**src/rtl/node_router.sv**
```systemverilog
// node_router: NUM_PORTS-port flit router with one FIFO per input and a round-robin arbiter per output.
// Define NODE_ROUTER_STATS_EN to add per-output consumed-flit counters on flit_count.
module node_router #(
  parameter int NUM_PORTS  = 4,
  parameter int DATA_WIDTH = 16,
  parameter int FIFO_DEPTH = 4
) (
  input  logic                            clk,
  input  logic                            reset,
  input  logic [NUM_PORTS-1:0]            receiving_data,
  input  logic [NUM_PORTS*DATA_WIDTH-1:0] data_in,
  output logic [NUM_PORTS-1:0]            buffer_full_out,
  output logic [NUM_PORTS-1:0]            sending_data,
  output logic [NUM_PORTS*DATA_WIDTH-1:0] data_out,
  input  logic [NUM_PORTS-1:0]            buffer_full_in,
  output logic [1:0]                      err_status
`ifdef NODE_ROUTER_STATS_EN
  ,
  output logic [NUM_PORTS*16-1:0]         flit_count
`endif
);
  localparam int DEST_W = (NUM_PORTS > 2) ? $clog2(NUM_PORTS) : 1;
  localparam int PTR_W  = $clog2(FIFO_DEPTH);
  localparam int CNT_W  = PTR_W + 1;
  localparam logic [CNT_W-1:0] FULL_CNT = CNT_W'(FIFO_DEPTH);
  localparam logic [DEST_W:0]  NP_EXT   = (DEST_W+1)'(NUM_PORTS);

  logic [DATA_WIDTH-1:0] r_mem [NUM_PORTS][FIFO_DEPTH];
  logic [PTR_W-1:0]      r_wr_ptr [NUM_PORTS];
  logic [PTR_W-1:0]      r_rd_ptr [NUM_PORTS];
  logic [CNT_W-1:0]      r_count [NUM_PORTS];
  logic [NUM_PORTS-1:0]  r_full;
  logic [NUM_PORTS-1:0]  r_out_valid;
  logic [DATA_WIDTH-1:0] r_out_data [NUM_PORTS];
  logic [DEST_W-1:0]     r_rr_ptr [NUM_PORTS];
  logic [1:0]            r_err;

  logic [DATA_WIDTH-1:0] w_head [NUM_PORTS];
  logic [DEST_W-1:0]     w_dest [NUM_PORTS];
  logic [NUM_PORTS-1:0]  w_head_valid;
  logic [NUM_PORTS-1:0]  w_bad;
  logic [NUM_PORTS-1:0]  w_pop;
  logic [NUM_PORTS-1:0]  w_push;
  logic [NUM_PORTS-1:0]  w_drop;
  logic [NUM_PORTS-1:0]  w_can_load;
  logic [NUM_PORTS-1:0]  w_gnt_any;
  logic [DEST_W-1:0]     w_gnt_idx [NUM_PORTS];
  logic [CNT_W-1:0]      w_count_nxt [NUM_PORTS];

  always_comb begin
    for (int i = 0; i < NUM_PORTS; i++) begin
      w_head[i]       = r_mem[i][r_rd_ptr[i]];
      w_dest[i]       = w_head[i][DATA_WIDTH-1 -: DEST_W];
      w_head_valid[i] = (r_count[i] != '0);
      w_bad[i]        = w_head_valid[i] && ({1'b0, w_dest[i]} >= NP_EXT);
    end
  end

  // Each input head targets exactly one output, so one grant per input per cycle holds by construction.
  always_comb begin
    int                idx;
    logic              found;
    logic [DEST_W-1:0] cand;
    idx       = 0;
    found     = 1'b0;
    cand      = '0;
    w_gnt_any = '0;
    w_pop     = w_bad;
    for (int o = 0; o < NUM_PORTS; o++) begin
      w_gnt_idx[o]  = '0;
      w_can_load[o] = !r_out_valid[o] || !buffer_full_in[o];
      found         = 1'b0;
      for (int k = 0; k < NUM_PORTS; k++) begin
        idx = int'(r_rr_ptr[o]) + k;
        if (idx >= NUM_PORTS) idx = idx - NUM_PORTS;
        cand = DEST_W'(idx);
        if (w_can_load[o] && !found && w_head_valid[cand] && !w_bad[cand] &&
            (w_dest[cand] == DEST_W'(o))) begin
          found        = 1'b1;
          w_gnt_idx[o] = cand;
        end
      end
      w_gnt_any[o] = found;
      if (found) w_pop[w_gnt_idx[o]] = 1'b1;
    end
  end

  // A full FIFO still accepts when its head pops on the same edge.
  always_comb begin
    for (int i = 0; i < NUM_PORTS; i++) begin
      w_push[i]      = receiving_data[i] && ((r_count[i] != FULL_CNT) || w_pop[i]);
      w_drop[i]      = receiving_data[i] && !w_push[i];
      w_count_nxt[i] = r_count[i] + CNT_W'(w_push[i]) - CNT_W'(w_pop[i]);
    end
  end

  always_ff @(posedge clk) begin
    for (int i = 0; i < NUM_PORTS; i++) begin
      if (w_push[i]) r_mem[i][r_wr_ptr[i]] <= data_in[i*DATA_WIDTH +: DATA_WIDTH];
    end
  end

  always_ff @(posedge clk or negedge reset) begin
    if (!reset) begin
      for (int i = 0; i < NUM_PORTS; i++) begin
        r_wr_ptr[i]   <= '0;
        r_rd_ptr[i]   <= '0;
        r_count[i]    <= '0;
        r_out_data[i] <= '0;
        r_rr_ptr[i]   <= '0;
      end
      r_full      <= '0;
      r_out_valid <= '0;
      r_err       <= '0;
    end else begin
      for (int i = 0; i < NUM_PORTS; i++) begin
        if (w_push[i]) r_wr_ptr[i] <= r_wr_ptr[i] + PTR_W'(1);
        if (w_pop[i])  r_rd_ptr[i] <= r_rd_ptr[i] + PTR_W'(1);
        r_count[i] <= w_count_nxt[i];
        r_full[i]  <= (w_count_nxt[i] == FULL_CNT);
      end
      for (int o = 0; o < NUM_PORTS; o++) begin
        if (w_gnt_any[o]) begin
          r_out_valid[o] <= 1'b1;
          r_out_data[o]  <= w_head[w_gnt_idx[o]];
          r_rr_ptr[o]    <= (w_gnt_idx[o] == DEST_W'(NUM_PORTS-1)) ? '0 : w_gnt_idx[o] + DEST_W'(1);
        end else if (r_out_valid[o] && !buffer_full_in[o]) begin
          r_out_valid[o] <= 1'b0;
        end
      end
      r_err <= r_err | {|w_bad, |w_drop};
    end
  end

  always_comb begin
    data_out = '0;
    for (int o = 0; o < NUM_PORTS; o++) data_out[o*DATA_WIDTH +: DATA_WIDTH] = r_out_data[o];
  end

  assign sending_data    = r_out_valid;
  assign buffer_full_out = r_full;
  assign err_status      = r_err;

`ifdef NODE_ROUTER_STATS_EN
  logic [15:0] r_flit_cnt [NUM_PORTS];

  always_ff @(posedge clk or negedge reset) begin
    if (!reset) begin
      for (int o = 0; o < NUM_PORTS; o++) r_flit_cnt[o] <= '0;
    end else begin
      for (int o = 0; o < NUM_PORTS; o++) begin
        if (r_out_valid[o] && !buffer_full_in[o]) r_flit_cnt[o] <= r_flit_cnt[o] + 16'd1;
      end
    end
  end

  always_comb begin
    flit_count = '0;
    for (int o = 0; o < NUM_PORTS; o++) flit_count[o*16 +: 16] = r_flit_cnt[o];
  end
`endif

endmodule

```
**config.mk**
```make
export PLATFORM = sky130hd
export DESIGN_NAME = node_router
export DESIGN_NICKNAME = d
export VERILOG_FILES = /design/src/rtl/node_router.sv
export SDC_FILE = /design/constraint.sdc
export NUM_CORES = 1
export LEC_CHECK = 0
export ABC_AREA = 0
export BUFFER_PORTS_ARGS = -buffer_cell sky130_fd_sc_hd__clkbuf_2
export CAP_MARGIN = 20
export CORE_MARGIN = 3
export CORE_UTILIZATION = 54
export DETAILED_ROUTE_END_ITERATION = 8
export MAX_ROUTING_LAYER = met4
export PLACE_DENSITY = 0.74
export SYNTH_ARGS = -nofsm -noshare
export SYNTH_HDL_FRONTEND = slang
export SYNTH_SLANG_ARGS = --single-unit
```
**constraint.sdc**
```tcl
create_clock -name clk -period 4.55 [get_ports clk]
set_input_delay 0.455 -clock clk [delete_from_list [all_inputs] [get_ports clk]]
set_output_delay 0.455 -clock clk [all_outputs]
set_load 0.02 [all_outputs]
```
==> out/metrics.cfg <==
[grt]
grt_pass1_vias = 11054
antenna_found_initial = 1
grt_max_degree = 54
grt_pass1_wl_um = 64800
grt.total_usage_pct = 26.1
grt_overflow_total = 0

[die]
die_y_um = 185
core_area_mm2 = 0.0311
rows = 64
die_x_um = 185
start_util_pct = 55.6
dieArea_mm2 = 0.0342
top_level_ports = 148

[drt]
drt_iter0_drc = 1148
dr_wl_met2_um = 21200
final_antenna_net_count = 0
m1WireLength_um = 17300
drc = 0
routed-wl-met3_um = 3710
viasPerCell = 6.16
firstDrtPassIters = 6
avgRoutedWirePerCell_um = 24.0
routed_wl_um = 43900
top_layer_used = met4
vias = 11245

[synthesis]
synth-xor-area-share_pct = 1.12
synth-compound-area-share_pct = 8.24
synthArstFlopShare_pct = 29.9
yosys.area_share.simple_pct = 6.72
synth_cells = 1166
synth_top_family_by_area = multiplexers
synthAdderAreaFrac_pct = 3.36
synth.mux.area_fraction_pct = 16.9
ys_seq_area_share_pct = 60.3
syn_area_per_cell_um2 = 14.8
yosysWarnings = 0
synthFlopType = edfxtp_1
synth_fp_nets = 1284
syn-cell-area_mm2 = 0.0173
synth-edff-count = 256
synth_cell_types = 85
synth_seq_cells = 365

[setup_path]
cp_cell_sequence = buf_4 > nor2b_1 > mux4_2 > a22o_4 > o31ai_4 > o21ai_2 > or2_4 > a21oi_4 > buf_6 > clkinv_8 > ha_4 > a221o_4 > o21ai_4 > ha_4 > inv_2 > ha_4 > fa_2 > nor3b_2
worst-path-max-fanout = 6
critPathLaunchType = flip-flop
slowest_stage = mux4_2
path_buf_inv = 4
rr_worst_depth = 18
path_depth = 18
end_kind = flip-flop
worstSetupStartpoint = r_mem[3][14]$_DFFE_PP_
slowest_delay_ns = 0.53
cp.required_ns = 4.99
rr_startpoint = r_mem[3][14]$_DFFE_PP_
path_common_cell = ha_4
r2r_setup_slack_ns = -0.0002
cp.arrival_ns = 4.99
critPathKind = flip-flop to flip-flop
critPathTopFamily = compound AO/OA/AOI/OAI gates
rr_endpoint = buffer_full_out[1]$_DFF_PN0_

[cells_and_area]
nNetsFinal = 1518
num_antenna_cells = 0
drive_above_1_share_pct = 35.6
layout_common_cells = edfxtp_1 (256), clkbuf_2 (145), dfrtp_1 (106), buf_4 (98), nand2_1 (90)
mostFrequentLayoutCell = edfxtp_1
stdcell_area_mm2 = 0.0207
finalNonFillerCells = 1826
syn_to_final_growth_pct = 19.7
final_util_pct = 66.6

[clock_tree]
cts_max_level = 2
clk_latency_ns = 0.54
cts_root_buf = clkbuf_16
postCtsHoldBufs = 0
cts_tree = built
cts.sinks = 365
numCtsBuffers = 39
clk_pin_slew_ns = 0.06
cts_buffer_depth = 3

[hold_path]
worstHoldPathType = input pin to asynchronous set/reset pin

[timing]
max_freq_ghz = 0.220
setup_viol = 1
fin_skew_ns = 0.0232
period_share_pct = 100
slew_viol_final = 0
relSlewSlack_pct = 44.0
finalCriticalPeriod_ns = 4.55
hold_viol = 10
rsz0062_at_grt = true
setup_ws_ns = -0.000160
worst_hold_slack_ns = -0.0110
worst_pin_slew_ns = 0.837

[run_status]
violations = negative hold slack, negative setup slack
run_status = complete, but fails checks

[placement]
dp_cells = 1730
hpwl_um = 30900
gp_congestion = 0.939
io_buffers = 146
placed_area_mm2 = 0.0190

[job]
maxCapViolations = 0

## metrics by stage
step | worst slack, ns | hold WS (ns) | setup TNS [ns]
6_report | -0.000160 | -0.0110 | -0.000160
3_5_place_dp | -0.0180 | 0.452 | -0.0452
4_1_cts | 0.0126 | 0.0184 | 0
5_1_grt | -0.139 | 0.0444 | -0.487
2_1_floorplan | -0.0170 | 0.159 | -0.0304
3_3_place_gp | 0.131 | 0.449 | 0
## flip-flops by register name (all words and copies together) (netlist names)
name,flops
r_count,12
sending_data,4
r_rr_ptr,8
buffer_full_out,4
err_status,1
r_rd_ptr,8
r_mem,256
data_out,64
r_wr_ptr,8
## layout make-up
| class | instances | area [µm²] |
|---|---|---|
| fillers | 2161 | 10400 |
| repair buffers | 249 | 1530 |
| clock inverters | 15 | 153 |
| multi-input cells | 671 | 6650 |
| flip-flops and latches | 365 | 10400 |
| clock buffers | 56 | 1140 |
| well taps | 396 | 495 |
| inverters | 74 | 290 |
## what timing repair did
item / CTS / global route
pin swaps: 5 / 20
endpoints found under the hold margin: 0 / 0
buffers inserted: 4 / 21
endpoints found under the setup margin: 4 / 26
gates resized for setup: 9 / 32
## cells by family (layout without fill, tap and decap cells)
logic type,Yosys count,count (layout)
multiplexers,184,184
AO/OA/AOI/OAI,178,178
buffers and inverters,130,394
XOR/XNOR,22,22
AND/OR/NAND/NOR,242,242
flip-flops,365,365
other,1,1
adder cells (fa/ha/maj),44,44
## worst max path at each step
stage / end / slack, ns
after floorplan: buffer_full_out[3]$_DFF_PN0_ / -0.02
after global placement: buffer_full_out[3]$_DFF_PN0_ / 0.13
after detailed placement: buffer_full_out[3]$_DFF_PN0_ / -0.02
after CTS: buffer_full_out[0]$_DFF_PN0_ / 0.01
after global routing: buffer_full_out[2]$_DFF_PN0_ / -0.14
final: buffer_full_out[1]$_DFF_PN0_ / -0.0002
## synthesized netlist by cell type, drive strengths merged (23+ instances only)
| cell type | instances | area (µm²) |
|---|---|---|
| edfxtp | 256 | 7690 |
| dfrtp | 109 | 2730 |
| nand2 | 91 | 342 |
| mux4 | 83 | 1870 |
| inv | 72 | 278 |
| mux2i | 63 | 631 |
| nor2 | 63 | 236 |
| o21ai | 45 | 267 |
| a211oi | 43 | 363 |
| ha | 40 | 500 |
| mux2 | 38 | 428 |
| buf | 33 | 201 |
| clkbuf | 23 | 86.3 |
## routing by layer
| layer | global-route usage (%) | up-vias |
|---|---|---|
| li1 | - | 4935 |
| met1 | 34.1 | 5658 |
| met2 | 40.9 | 528 |
| met3 | 5.60 | 124 |
| met4 | 9.66 | 0 |
| met5 | - | - |
Power is left out: the tool's default activity adds up to more than one toggle a clock period on the data nets, which glitch-free logic cannot reach.
